==> config.mk <==
export PLATFORM = sky130hd
export DESIGN_NAME = serial_subtractor
export DESIGN_NICKNAME = d
export VERILOG_FILES = /design/src/rtl/serial_subtractor.sv
export SDC_FILE = /design/constraint.sdc
export NUM_CORES = 1
export LEC_CHECK = 0
export ABC_AREA = 1
export BUFFER_PORTS_ARGS = -buffer_cell sky130_fd_sc_hd__clkbuf_2
export CAP_MARGIN = 20
export CORE_UTILIZATION = 58
export DETAILED_ROUTE_END_ITERATION = 12
export MAX_ROUTING_LAYER = met4
export PLACE_DENSITY_LB_ADDON = 0.1
export SYNTH_ARGS = -nofsm -noshare
export SYNTH_HDL_FRONTEND = slang
export SYNTH_SLANG_ARGS = --single-unit
==> constraint.sdc <==
create_clock -name clk -period 2.65 [get_ports clk]
set_input_delay 0.53 -clock clk [delete_from_list [all_inputs] [get_ports clk]]
set_output_delay 0.53 -clock clk [all_outputs]
set_load 0.01 [all_outputs]
==> src/rtl/serial_subtractor.sv <==
// Bit-serial subtractor: computes a - b - borrow_in (mod 2^N) one bit per
// cycle, LSB first. The result and final borrow are registered on completion
// and marked by a one-cycle done pulse.
// Optional feature: define SERIAL_SUB_OVF_EN to add the 'overflow' output
// (two's-complement overflow of the subtraction).
module serial_subtractor #(
    parameter int N = 4
) (
    input  logic         clk,
    input  logic         rst_n,
    input  logic         start,
    input  logic [N-1:0] a,
    input  logic [N-1:0] b,
    input  logic         borrow_in,
    output logic [N-1:0] diff,
    output logic         borrow_out,
    output logic         busy,
    output logic         done
`ifdef SERIAL_SUB_OVF_EN
    ,
    output logic         overflow
`endif
);

    localparam int CW = $clog2(N);
    localparam logic [CW-1:0] LAST = CW'(N - 1);

    typedef enum logic [1:0] {
        IDLE  = 2'd0,
        SHIFT = 2'd1,
        DONE  = 2'd2
    } state_t;

    state_t         state_q, state_d;
    logic [N-1:0]   a_sh_q, a_sh_d;
    logic [N-1:0]   b_sh_q, b_sh_d;
    logic [N-1:0]   res_q, res_d;
    logic [N-1:0]   diff_q, diff_d;
    logic           br_q, br_d;
    logic           borrow_out_q, borrow_out_d;
    logic [CW-1:0]  cnt_q, cnt_d;

    logic           bit_d;
    logic           br_next;
    logic [N-1:0]   res_shifted;
    logic           last_bit;

`ifdef SERIAL_SUB_OVF_EN
    logic           a_msb_q, a_msb_d;
    logic           b_msb_q, b_msb_d;
    logic           overflow_q, overflow_d;
`endif

    // State register
    always_ff @(posedge clk) begin
        if (!rst_n) begin
            state_q <= IDLE;
        end else begin
            state_q <= state_d;
        end
    end

    // Next-state logic
    always_comb begin
        state_d = state_q;
        case (state_q)
            IDLE:    if (start) state_d = SHIFT;
            SHIFT:   if (cnt_q == LAST) state_d = DONE;
            DONE:    state_d = IDLE;
            default: state_d = IDLE;
        endcase
    end

    // Output decode
    always_comb begin
        busy       = (state_q == SHIFT);
        done       = (state_q == DONE);
        diff       = diff_q;
        borrow_out = borrow_out_q;
`ifdef SERIAL_SUB_OVF_EN
        overflow   = overflow_q;
`endif
    end

    // Datapath: operand capture, one full-subtractor step per SHIFT cycle,
    // result publication on the final bit
    always_comb begin
        bit_d        = a_sh_q[0] ^ b_sh_q[0] ^ br_q;
        br_next      = (~a_sh_q[0] & b_sh_q[0]) | (~(a_sh_q[0] ^ b_sh_q[0]) & br_q);
        res_shifted  = {bit_d, res_q[N-1:1]};
        last_bit     = (cnt_q == LAST);

        a_sh_d       = a_sh_q;
        b_sh_d       = b_sh_q;
        res_d        = res_q;
        br_d         = br_q;
        cnt_d        = cnt_q;
        diff_d       = diff_q;
        borrow_out_d = borrow_out_q;
`ifdef SERIAL_SUB_OVF_EN
        a_msb_d      = a_msb_q;
        b_msb_d      = b_msb_q;
        overflow_d   = overflow_q;
`endif

        case (state_q)
            IDLE: begin
                if (start) begin
                    a_sh_d = a;
                    b_sh_d = b;
                    br_d   = borrow_in;
                    res_d  = '0;
                    cnt_d  = '0;
`ifdef SERIAL_SUB_OVF_EN
                    a_msb_d = a[N-1];
                    b_msb_d = b[N-1];
`endif
                end
            end
            SHIFT: begin
                a_sh_d = a_sh_q >> 1;
                b_sh_d = b_sh_q >> 1;
                br_d   = br_next;
                res_d  = res_shifted;
                cnt_d  = last_bit ? '0 : cnt_q + CW'(1);
                if (last_bit) begin
                    diff_d       = res_shifted;
                    borrow_out_d = br_next;
`ifdef SERIAL_SUB_OVF_EN
                    // bit_d is the MSB of the finished difference
                    overflow_d   = (a_msb_q ^ b_msb_q) & (bit_d ^ a_msb_q);
`endif
                end
            end
            default: ;
        endcase
    end

    // Datapath registers
    always_ff @(posedge clk) begin
        if (!rst_n) begin
            a_sh_q       <= '0;
            b_sh_q       <= '0;
            res_q        <= '0;
            br_q         <= 1'b0;
            cnt_q        <= '0;
            diff_q       <= '0;
            borrow_out_q <= 1'b0;
`ifdef SERIAL_SUB_OVF_EN
            a_msb_q      <= 1'b0;
            b_msb_q      <= 1'b0;
            overflow_q   <= 1'b0;
`endif
        end else begin
            a_sh_q       <= a_sh_d;
            b_sh_q       <= b_sh_d;
            res_q        <= res_d;
            br_q         <= br_d;
            cnt_q        <= cnt_d;
            diff_q       <= diff_d;
            borrow_out_q <= borrow_out_d;
`ifdef SERIAL_SUB_OVF_EN
            a_msb_q      <= a_msb_d;
            b_msb_q      <= b_msb_d;
            overflow_q   <= overflow_d;
`endif
        end
    end

endmodule
# After elaboration in Yosys (flattened, before gate mapping)
# Cells that the tools add are included.
# W data, S select, Z words.
[op_classes] n_addsub=1 n_reduce_logical=5 n_eq_ne=5 bitwise=7 muxes=14
[ops] op="$pmux W4 S2" count=3
[ops] op="$mux W4" count=3
[ops] op="$mux W2" count=4
[ops] op="$pmux W2 S2" count=2
[ops] op="$reduce_and A2 Y1" count=3
[ops] op="$eq A2 B2 Y1 const B" count=2
[ops] op="$add A2 B1 Y2 const B" count=1
[ops] op="$and A1 B1 Y1" count=2
[ops] op="$eq A2 B1 Y1 const B" count=1
[ops] op="$logic_not A2 Y1" count=1
[ops] op="$ne A2 B1 Y1 const B" count=1
[ops] op="$ne A2 B2 Y1 const B" count=1
[ops] op="$not A1 Y1" count=2
[ops] op="$pmux W1 S2" count=1
[ops] op="$reduce_bool A2 Y1" count=1
[ops] op="$xor A1 B1 Y1" count=2
[ops] op="$mux W1" count=1
[ops] op="$or A1 B1 Y1" count=1
[word_totals] word_cells=40 register_bits=22 out_inout_bits=7 inputBits=12

# Logic depth before layout (Yosys ltp)
# Gate-level depths: netlist (run 1).
[depth] word_depth=5 ltp_mapped=7

# Worst setup path after synthesis (run 1)
# OpenSTA, ideal clock, no wires.
[synth_timing] kind="register to output" from="register state_q[1]" to="output done" arrival_time_ns=0.695 setup_slack_ns=1.425 stages_incl_launch_ff=3 cell_sequence="dfxtp_1 inv_4 nor2_1"
[synth_between] elab_chain_len=1
[synth_lines] element="start, declared" line_no="34" source="state_t state_q, state_d;"
[synth_lines] element="start signal, assigned" line_no="59" source="state_q <= state_d;"
[synth_lines] element="$eq A2 B2 Y1" line_no="77" source="done = (state_q == DONE);"
[synth_lines] element="end, declared" line_no="18" source="output logic done"
# Every way passes these cells.

# Worst setup path after layout (run 1)
[layout_timing] from="register state_q[0]" to="output busy"
[layout_between] elab_chain_len=1
[layout_lines] element="$eq A2 B1 Y1" line_no="76" source="busy = (state_q == SHIFT);"
[layout_lines] element="end, declared" line_no="17" source="output logic busy,"
# Every way passes these cells.

==> metrics, run 1 <==
placer congestion estimate 0.779; post-synthesis simple-gate area fraction 35.0%; DIE AREA 0.00205 mm²; Critical Path AT 1.43 ns; final antenna diode count 0; CP endpoint kind output port; Critical Path Source Type register; clk_lat worst skew 0.32 ns; synthesis-stage register bit count 21; gr usage total 23.3%; Die Y 45.3 µm; fillcell total 172; Final nets 163; TNS Setup 0 ns; relative slew slack 63.6%; largest family of logic cells by synthesized area simple AND/OR/NAND/NOR gates; Net Count, Synth 145; status finished clean; Worst-Margin Slew 0.545 ns; worst path required time 2.12 ns; Crit Path Max Fanout 9; H-Tree Depth 1; final hold violations 0; clk_skew 0.00473 ns; Mapped Area 0.00109 mm²; clk sinks 21; Port Buf Inserts 18; initial antenna violation count 0; mux cell area share after synthesis 0%; post-synthesis compound-gate area fraction 10.1%; Core ar. 0.00175 mm²; Netlist cell types 21; fmax 0.511 GHz; share of Yosys cell area claimed by the top area cell type 38.7%; Via-to-Cell Ratio 5.05; DRC 0; Final period util 73.8%; DRT Wirelength 2.07 mm; grt met2 use 37.1%; ANT nets after route 0; Die X 45.3 µm; RSZ-0062 raised after global routing false; dpl ws 1.06 ns; dominant cells by area after synthesis dfxtp_1 39%, nand3_2 9.2%, nand2_1 8.3%, nand3_1 7.4%, inv_1 6.6%; Min-Delay Path Class in2reg; P&R area growth vs syn 8.06%; syn avg cell area 8.29 µm²; Crit Path Category reg2out; cell area power density 519 mW/mm²; Global Route met1 Usage 28.8%; commonest non-fill, non-tap cells in the layout 24 x nand2_1, 21 x dfxtp_1, 19 x inv_1, 18 x clkbuf_2, 16 x nand3_1; maximum VDD drop 0.414 mV; first-iteration detailed-routing DRC count 24; CTS Root Cell clkbuf_4; most common cell after layout, fill and taps aside nand2_1; Final WS setup 0.694 ns; gr busiest metal met2; GRT met3 Usage 3.60%; hold_ws 0.432 ns; Remaining Overflow, GRT 0; Post-Synth XOR/XNOR Area 0%; Worst-path clk slew 0.12 ns; dpl hpwl 1.46 mm; CTS max path bufs 2; Pins Over Slew Limit 0; Synth area leader dfxtp_1; Total Power 0.609 mW; drt pass-1 iters 4; count of hold buffers inserted by post-cts repair 0; vias in the first global route 743; Final Setup Violations 0; Core Util, Final 67.2%; first-pass GRT wire length 3.16 mm; sequential fraction of the synthesis area 38.7%; CTS Buf Count 3; Ports 19; Starting Density 62.2%; largest net degree at the start of global routing 19; CTS tree built; Ys Warns 0; Tmin final 1.96 ns; DR vias 874; Pleak 0.520 nW; Syn Inst Count 131; # rows 15; post-CTS resize count 0; drt wl/cell 12.0 µm; Max-cap violations 0; Post-CTS Setup Bufs 0; proportion of layout cells with a drive suffix above 1 31.8%; Adder-Cell Fraction of Synth Area 3.00%
==> per-stage QoR <==
| stage | cells | instance area [µm²] |
|---|---|---|
| final | 173 | 1170 |
| after global routing | 173 | 1170 |
| after CTS | 173 | 1170 |
| after detailed placement | 169 | 1150 |
| after global placement | 169 | 1150 |
| after floorplan | 131 | 1090 |
==> final timing paths <==
path         startpoint        end  slack, ns  depth (start not counted)
min                a[3]  a_sh_q[3]       0.43                          3
min reg2reg     diff[3]    diff[3]       0.48                          2
max reg2reg  state_q[0]    diff[2]       1.35                          6
max          state_q[0]       busy       0.69                          3
==> layout make-up <==
| class | count | area, µm² | share of cell area (%) |
|---|---|---|---|
| multi-input cells | 84 | 523 | 44.6 |
| flip-flops and latches | 21 | 420 | 35.8 |
| repair buffers | 18 | 90.1 | 7.68 |
| inverters | 21 | 81.3 | 6.93 |
| well taps | 25 | 31.3 | 2.67 |
| clock buffers | 3 | 22.5 | 1.92 |
| clock inverters | 1 | 5.00 | 0.426 |
==> worst max-delay path, stage by stage (launching register included) <==
cell and delay [ns]:
dfxtp_1 0.59, inv_1 0.13, nor2_4 0.21, clkbuf_2 0.17
==> flip-flops by register name (all words and copies together), names as in the netlist <==
signal,count
cnt_q,2
state_q,2
a_sh_q,4
res_q,3
br_q,1
borrow_out,1
b_sh_q,4
diff,4
==> synthesized netlist by cell type, drive strengths merged <==
library cell / instances
ha: 1
fa: 1
a21oi: 12
inv: 21
dfxtp: 21
buf: 5
nand2: 27
nand3: 26
nor2: 13
o21ai: 4
==> power breakdown <==
group | switching (mW) | internal (mW) | total (mW)
Combinational | 0.0611 | 0.0383 | 0.0994
Clock | 0.107 | 0.0567 | 0.164
Sequential | 0.0143 | 0.331 | 0.346
Total | 0.182 | 0.426 | 0.609
==> per-layer routing <==
layer  part of all wire, %  vias to the layer above
met4                   2.0                        0
met5                     0                        -
met3                   3.1                        5
li1                      -                      447
met2                    49                       20
met1                    46                      402
==> cell families (layout without fill, tap and decap cells) <==
family,after synthesis,count (layout)
compound gates,16,16
buf+inv,26,43
simple gates,66,66
flops,21,21
fa+ha+maj,2,2
Note: power is estimated with default switching activity, not from simulation.
==> inputs of run 2 (changes only) <==
--- a/config.mk
+++ b/config.mk
@@ -8,7 +8,7 @@
 export ABC_AREA = 1
 export BUFFER_PORTS_ARGS = -buffer_cell sky130_fd_sc_hd__clkbuf_2
 export CAP_MARGIN = 20
-export CORE_UTILIZATION = 58
+export CORE_UTILIZATION = 54
 export DETAILED_ROUTE_END_ITERATION = 12
 export MAX_ROUTING_LAYER = met4
 export PLACE_DENSITY_LB_ADDON = 0.1
==> constraint.sdc (replaced) <==
create_clock -name clk -period 2 [get_ports clk]
set_input_delay 0.4 -clock clk [delete_from_list [all_inputs] [get_ports clk]]
set_output_delay 0.4 -clock clk [all_outputs]
set_load 0.01 [all_outputs]
==> run 2 against run 1 <==
Utilization is 1.7 points lower. Sequential power rose by 31%. Power up 30%. Die area is 7.1% higher. Global-route usage fell by 2.7 points.
==> metrics, run 2 (synthesis results as in run 1) <==
dpl hpwl 1.42 mm; post-CTS resize count 0; Reg2Reg Setup Slack 0.77 ns; clock network power share 25.6%; Internal 0.567 mW; most common cell after layout, fill and taps aside nand2_1; Crit Path Category reg2out; Ports 19; TNS Setup 0 ns; Die X 46.8 µm; Final nets 164; proportion of layout cells with a drive suffix above 1 32.2%; hold depth 3; final hold violations 0; largest net degree at the start of global routing 19; DR vias 841; first-iteration detailed-routing DRC count 23; final antenna diode count 0; DP Area 0.00115 mm²; maximum VDD drop 0.438 mV; drt pass-1 iters 4; CP endpoint kind output port; drt wl/cell 10.9 µm; commonest non-fill, non-tap cells in the layout 24 x nand2_1, 21 x dfxtp_1, 19 x inv_1, 18 x clkbuf_2, 16 x nand3_1; Port Buf Inserts 18; Combinational Power Share 17.4%; Critical Path AT 1.26 ns; placer congestion estimate 0.834; Final Setup Violations 0; Tmin final 1.66 ns; worst r2r path cells 4; Worst-Margin Slew 0.528 ns; RSZ-0062 raised after global routing false; net switching power 0.226 mW; fillcell total 167; status finished clean; Max-cap violations 0; Remaining Overflow, GRT 0; switching part of the total 28.5%; CTS Buf Count 3; H-Tree Depth 1; Min-Delay Path Class in2reg; DIE AREA 0.00219 mm²; Critical Path Source Type register; first-pass GRT wire length 2.99 mm; initial antenna violation count 0; worst path required time 1.60 ns; clk sinks 21; P&R area growth vs syn 8.76%; cell area power density 671 mW/mm²; clk_skew 0.00140 ns; design area 0.00118 mm²; area taken by multi-input logic gates 523 µm²; Die Y 46.8 µm; # rows 15; Crit Path Max Fanout 9; Flop pwr share 57.0%; count of hold buffers inserted by post-cts repair 0; Core ar. 0.00180 mm²; Via-to-Cell Ratio 4.83; relative slew slack 64.8%; Core Util, Final 65.6%; DRC 0; gr usage total 20.6%; fmax 0.602 GHz; Post-CTS Setup Bufs 0; ANT nets after route 0; Final period util 83.0%; CTS max path bufs 2; Starting Density 60.3%; CTS tree built; FF/Latch Area 420 µm²; Pleak 0.525 nW; vias in the first global route 683; clk_lat worst skew 0.30 ns; CTS Root Cell clkbuf_4; DRT Wirelength 1.90 mm; Pins Over Slew Limit 0; Worst-path clk slew 0.11 ns
[run 2: cell count changes in the layout (fill, tap and decap cells not counted)]
cell   delta
buf_4     +1
[run 2: cell type report]
| type | instances | area share (%) |
|---|---|---|
| timing repair buffer | 19 | 8.26 |
| tap | 25 | 2.65 |
| clock buffer | 3 | 1.91 |
| multi-input combinational | 84 | 44.3 |
| sequential | 21 | 35.6 |
| inverter | 21 | 6.89 |
| clock inverter | 1 | 0.424 |
[run 2: per-stage QoR]
step | hold slack (ns) | worst slack [ns] | total power, mW | instances
4_1_cts | 0.304 | 0.325 | 0.803 | 174
3_3_place_gp | 0.447 | 0.716 | 0.596 | 170
6_report | 0.312 | 0.340 | 0.793 | 174
3_5_place_dp | 0.461 | 0.696 | 0.600 | 170
5_1_grt | 0.298 | 0.225 | 0.838 | 174
2_1_floorplan | 0.438 | 0.875 | 0.578 | 131
[run 2: worst paths after layout]
kind	from	end
worst min register to register	diff[2]	diff[2]
worst max register to register	b_sh_q[0]	res_q[3]
worst max-delay path	state_q[0]	busy
worst min-delay path	a[3]	a_sh_q[3]
[run 2: critical path, cell delays in order, from the launching register on]
cell and delay, ns:
dfxtp_1 0.33, buf_4 0.18, inv_1 0.09, nor2_4 0.19
clkbuf_2 0.17
[run 2: per-layer routing]
layer | up-vias | global-route usage (%) | part of all wire [%]
li1 | 449 | - | -
met1 | 373 | 28.0 | 51
met2 | 15 | 28.3 | 45
met3 | 4 | 4.62 | 2.8
met4 | 0 | 10.3 | 1.6
met5 | - | - | 0
[run 2: power groups by stage]
| stage | clock network [mW] | registers [mW] | logic [mW] |
|---|---|---|---|
| detailed placement | 0 | 0.462 | 0.138 |
| floorplan | 0 | 0.459 | 0.118 |
| global placement | 0 | 0.461 | 0.135 |
| finish | 0.203 | 0.452 | 0.138 |
| CTS | 0.211 | 0.453 | 0.139 |
| global route | 0.228 | 0.455 | 0.155 |
